File: src/rtl/csa_accum_pkg.sv
// Shared types and elaboration helpers for the folded carry-save accumulator.
package csa_accum_pkg;

  typedef enum logic [1:0] {
    IDLE   = 2'd0,
    ACCUM  = 2'd1,
    ADD    = 2'd2,
    RESULT = 2'd3
  } state_t;

  // Width of a counter that must hold every value from 0 to max_beats inclusive.
  function automatic int cnt_width(input int max_beats);
    return $clog2(max_beats + 1);
  endfunction

endpackage

File: src/rtl/compressor_tree_3_to_2.sv
// Reduces NUM_ELEMENTS operands to a redundant carry/sum pair with 3:2 counters.
// All arithmetic is mod 2^BIT_LEN: the carry shifted out of the MSB is dropped.
module compressor_tree_3_to_2 #(
  parameter int NUM_ELEMENTS = 6,
  parameter int BIT_LEN      = 16
) (
  input  logic [BIT_LEN-1:0] terms [NUM_ELEMENTS],
  output logic [BIT_LEN-1:0] c,
  output logic [BIT_LEN-1:0] s
);

  logic [BIT_LEN-1:0] s_chain [1:NUM_ELEMENTS-1];
  logic [BIT_LEN-1:0] c_chain [1:NUM_ELEMENTS-1];

  assign s_chain[1] = terms[0];
  assign c_chain[1] = terms[1];

  for (genvar i = 2; i < NUM_ELEMENTS; i++) begin : g_csa
    logic [BIT_LEN-1:0] maj;
    assign maj = (s_chain[i-1] & c_chain[i-1]) |
                 (s_chain[i-1] & terms[i])     |
                 (c_chain[i-1] & terms[i]);
    assign s_chain[i] = s_chain[i-1] ^ c_chain[i-1] ^ terms[i];
    assign c_chain[i] = {maj[BIT_LEN-2:0], 1'b0};
  end

  assign s = s_chain[NUM_ELEMENTS-1];
  assign c = c_chain[NUM_ELEMENTS-1];

endmodule

File: src/rtl/csa_accum_sequencer.sv
// Folded multi-operand accumulator: compresses each beat into a carry/sum pair,
// then resolves the pair with one carry-propagate add and offers it on valid/ready.
module csa_accum_sequencer
  import csa_accum_pkg::*;
#(
  parameter int TERMS_PER_BEAT = 4,
  parameter int BIT_LEN        = 16,
  parameter int MAX_BEATS      = 8
) (
  input  logic                               clk,
  input  logic                               rst,
  input  logic                               flush,
  input  logic                               in_valid,
  output logic                               in_ready,
  input  logic [BIT_LEN-1:0]                 in_terms [TERMS_PER_BEAT],
  input  logic                               in_last,
  output logic                               out_valid,
  input  logic                               out_ready,
  output logic [BIT_LEN-1:0]                 out_sum,
  output logic [cnt_width(MAX_BEATS)-1:0]    out_beats,
  output logic                               out_overflow
);

  localparam int                CNT_W        = cnt_width(MAX_BEATS);
  localparam int                NUM_ELEMENTS = TERMS_PER_BEAT + 2;
  localparam logic [CNT_W-1:0]  BEAT_LIMIT   = CNT_W'(MAX_BEATS);

  state_t             state, state_next;
  logic [BIT_LEN-1:0] acc_c, acc_s;
  logic [BIT_LEN-1:0] tree_c, tree_s;
  logic [BIT_LEN-1:0] tree_terms [NUM_ELEMENTS];
  logic [CNT_W-1:0]   beat_cnt;
  logic               ovf;
  logic               accept, clear_acc, load_result;

  // Fresh operands followed by the fed-back redundant accumulator pair.
  always_comb begin
    for (int i = 0; i < TERMS_PER_BEAT; i++) tree_terms[i] = in_terms[i];
    tree_terms[TERMS_PER_BEAT]     = acc_c;
    tree_terms[TERMS_PER_BEAT + 1] = acc_s;
  end

  compressor_tree_3_to_2 #(
    .NUM_ELEMENTS (NUM_ELEMENTS),
    .BIT_LEN      (BIT_LEN)
  ) u_tree (
    .terms (tree_terms),
    .c     (tree_c),
    .s     (tree_s)
  );

  always_ff @(posedge clk) begin
    if (rst) state <= IDLE;
    else     state <= state_next;
  end

  // NOTE: every output of this block gets a default first, so no path can leave
  // one unassigned and infer a latch.
  always_comb begin
    state_next  = state;
    in_ready    = 1'b0;
    out_valid   = 1'b0;
    accept      = 1'b0;
    clear_acc   = 1'b0;
    load_result = 1'b0;
    case (state)
      IDLE, ACCUM: begin
        in_ready = !flush;
        accept   = in_valid && !flush;
        if (flush) begin
          state_next = IDLE;
          clear_acc  = 1'b1;
        end else if (in_valid) begin
          state_next = in_last ? ADD : ACCUM;
        end
      end
      ADD: begin
        if (flush) begin
          state_next = IDLE;
          clear_acc  = 1'b1;
        end else begin
          state_next  = RESULT;
          load_result = 1'b1;
        end
      end
      RESULT: begin
        // A pending result survives flush; only the consumer or rst retires it.
        out_valid = 1'b1;
        if (out_ready) begin
          state_next = IDLE;
          clear_acc  = 1'b1;
        end
      end
      default: state_next = IDLE;
    endcase
  end

  // NOTE: registers take non-blocking assignments so every flop samples
  // pre-edge values regardless of statement order.
  always_ff @(posedge clk) begin
    if (rst) begin
      acc_c        <= '0;
      acc_s        <= '0;
      beat_cnt     <= '0;
      ovf          <= 1'b0;
      out_sum      <= '0;
      out_beats    <= '0;
      out_overflow <= 1'b0;
    end else begin
      if (clear_acc) begin
        acc_c    <= '0;
        acc_s    <= '0;
        beat_cnt <= '0;
        ovf      <= 1'b0;
      end else if (accept) begin
        acc_c <= tree_c;
        acc_s <= tree_s;
        if (beat_cnt == BEAT_LIMIT) ovf <= 1'b1;
        else                        beat_cnt <= beat_cnt + CNT_W'(1);
      end
      if (load_result) begin
        out_sum      <= acc_c + acc_s;
        out_beats    <= beat_cnt;
        out_overflow <= ovf;
      end
    end
  end

endmodule

File: config.mk
export PLATFORM = sky130hd
export DESIGN_NAME = csa_accum_sequencer
export DESIGN_NICKNAME = d
export VERILOG_FILES = /design/src/rtl/csa_accum_pkg.sv /design/src/rtl/compressor_tree_3_to_2.sv /design/src/rtl/csa_accum_sequencer.sv
export SDC_FILE = /design/constraint.sdc
export NUM_CORES = 1
export LEC_CHECK = 0
export CORE_ASPECT_RATIO = 1.5
export CORE_UTILIZATION = 35
export DETAILED_ROUTE_END_ITERATION = 6
export HOLD_SLACK_MARGIN = 0.05
export MAX_ROUTING_LAYER = met4
export PLACE_DENSITY_LB_ADDON = 0.08
export SLEW_MARGIN = 20
export SYNTH_ARGS = -nofsm -noshare
export SYNTH_HDL_FRONTEND = slang
export SYNTH_SLANG_ARGS = --single-unit
File: constraint.sdc
create_clock -name clk -period 4.55 [get_ports clk]
set_input_delay 0.91 -clock clk [delete_from_list [all_inputs] [get_ports clk]]
set_output_delay 0.91 -clock clk [all_outputs]
set_load 0.005 [all_outputs]
==> run metrics <==
synth unique cells=41; wire length on met2=4620 µm; die width=89.1 µm; CP Launch Type=input pin; uppermost layer routed=met4; FF+latch area=1180 µm²; flop and latch count out of synthesis=59; IO Count=93; CTS Buf Count=9; clock network power share=0.404; Fillers=1082; gpl congestion=0.810; Slew @ Worst Pin=0.800 ns; largest net degree at the start of global routing=37; area of the mapped netlist=3980 µm²; first-pass GRT wire length=14700 µm; Starting Density=0.360; DRC Markers=0; TritonCTS clock tree=built; area delta synth->final=33.8%; DR WL/cell=13.6 µm; buffer count from post-CTS setup fixing=0; Reg2Reg Depth=8; wl on met1=3780 µm; Internal=1.19 mW; fmax=298 MHz; CP Capture Type=flop; Chip Height=133 µm; Vias=3191; Setup CP Type=input pin to flop; count of hold-fix buffers inserted at cts=0; DIE AREA=11800 µm²; # diodes=0; CP Data Arrival Time=3.60 ns; Max VDD drop=131 µV; TNS Setup=0 ns; global route total overflow=0; HPWL after DPL=6920 µm; Gate power share=0.262; crit-path max FO=1; Psw=0.455 mW; outcome=finished clean; hold slack=0.455 ns; DR vias/cell=4.89; Syn Nets=559; ys async rst share=0; count of final setup violators=0; Sw Ratio=0.276; Crit path required time=4.80 ns; Clock Latency Late Sink=0.32 ns; Post-DRT Antenna Nets=0; yosys warns=0; Sink Count=59; met3 wire len=322 µm; R2R setup slack=2.13 ns; Syn Inst Count=413; period utilization=0.736; total wire length=8860 µm; Total Routing Usage GR=0.168; worst hold path class=flop to flop; Post-synth EDFFs=0; final slew viol count=0; PostCTS Resize Cnt=0; clk slew on worst S/H paths=0.05 ns; ys flop type=dfxtp_1; Hold Path Cell Cnt=2; Final Hold Fails=0; CTS root buf=clkbuf_16; leak pwr=2.01 nW; Core ar.=11100 µm²; RSZ-0062 raised after global routing=false; Nets=647; Seq pwr share=0.333; PortBufs=92; clock tree buffer depth=2; drt initial violations=146; first drt pass iteration count=4; PD cells=309 nW/µm²; total of max-cap violations=0; area taken by multi-input logic gates=2690 µm²; number of cell rows=47; synthesized area per cell=9.64 µm²; post-synthesis sequential area ratio=0.297; share of cells above drive strength 1=0.0474; Period minus WS final=3.35 ns; relative slew slack=0.465; vias in the first global route=3195; H-Tree Level Count=3; antenna violations before repair=0; skew final=0.00271 ns
==> logic make-up after synthesis <==
| logic type | after synthesis | synth area share |
|---|---|---|
| AO/OA/AOI/OAI | 90 | 0.136 |
| adder cells (fa/ha/maj) | 76 | 0.346 |
| flip-flops | 59 | 0.297 |
| XOR/XNOR | 20 | 0.0440 |
| multiplexers | 1 | 0.00251 |
| buffers and inverters | 26 | 0.0270 |
| AND/OR/NAND/NOR | 141 | 0.148 |
==> cell usage in the layout (no fill, tap or decap), types with 2 or more instances in the layout <==
cell type / n
nand2_1: 93
o21ai_1: 3
xnor2_1: 11
nand3_1: 8
o21bai_1: 2
fa_1: 57
nor2b_1: 3
and2_1: 3
clkinv_2: 3
nor3_1: 3
inv_1: 8
a211o_1: 2
clkdlybuf4s50_1: 92
xor2_1: 9
nor2_1: 22
buf_4: 3
clkbuf_16: 9
o21ai_0: 3
a21oi_2: 2
o211ai_1: 4
a22o_1: 5
dfxtp_1: 59
or3_1: 3
a21oi_1: 56
ha_1: 19
a211oi_1: 2
a31oi_1: 3
==> worst max-delay path: stages <==
cell	delay, ns
clkdlybuf4s50_1	0.43
fa_1	0.59
fa_1	0.47
fa_1	0.51
fa_1	0.52
nand2_1	0.05
a21oi_1	0.13
==> per-layer routing <==
| layer | vias to the layer above | global-route usage |
|---|---|---|
| met5 | - | - |
| met4 | 0 | 0.0617 |
| met3 | 9 | 0.0274 |
| met2 | 82 | 0.283 |
| met1 | 1532 | 0.198 |
| li1 | 1568 | - |
==> cell usage after synthesis (all sizes together), types with 3 or more instances <==
library cell	count	share of area
inv	8	0.0075
fa	57	0.29
and2	3	0.0047
or3	3	0.0047
xor2	9	0.020
buf	6	0.0082
nand2	93	0.088
nor2b	3	0.0047
ha	19	0.060
xnor2	11	0.024
dfxtp	59	0.30
o21ai	6	0.0075
clkbuf	12	0.011
nand3	8	0.010
a31oi	3	0.0047
a22o	5	0.011
a21oi	58	0.075
o211ai	4	0.0075
nor2	22	0.021
nor3	3	0.0038
==> state kept, by name, indices dropped and copies added, names as in the netlist <==
| signal | count |
|---|---|
| acc_s | 16 |
| out_sum | 16 |
| acc_c | 15 |
| beat_cnt | 4 |
| out_beats | 4 |
| state | 2 |
| out_overflow | 1 |
| ovf | 1 |
==> power by group through the flow <==
stage	sequential, mW	combinational (mW)	clock [mW]
after floorplan	0.555	0.287	0
after global placement	0.559	0.423	0
after detailed placement	0.560	0.438	0
after CTS	0.549	0.440	0.679
after global routing	0.551	0.499	0.702
final	0.548	0.431	0.665
==> final timing paths <==
check,endpoint,start
worst min register to register,out_beats[0],out_beats[0]
worst max-delay path,acc_s[7],in_terms[23]
worst min-delay path,out_beats[0],out_beats[0]
worst max register to register,out_sum[13],acc_c[1]
==> through the flow <==
| step | total power, mW | instance area, µm² | worst slack [ns] | std cells | utilization |
|---|---|---|---|---|---|
| 3_3_place_gp | 0.982 | 5030 | 0.881 | 637 | 0.455 |
| 3_5_place_dp | 0.998 | 5030 | 0.868 | 637 | 0.455 |
| 2_1_floorplan | 0.842 | 3980 | 1.41 | 413 | - |
| 6_report | 1.64 | 5330 | 1.20 | 653 | 0.482 |
| 5_1_grt | 1.75 | 5330 | 1.10 | 653 | 0.482 |
| 4_1_cts | 1.67 | 5330 | 1.20 | 653 | 0.482 |
==> layout make-up <==
| class | count | area share |
|---|---|---|
| Multi-Input combinational cell | 328 | 0.506 |
| Sequential cell | 59 | 0.222 |
| Clock inverter | 5 | 0.00986 |
| Inverter | 8 | 0.00564 |
| Clock buffer | 11 | 0.0456 |
| Tap cell | 147 | 0.0345 |
| Timing Repair Buffer | 95 | 0.177 |
Note: power is estimated with default switching activity, not from simulation.
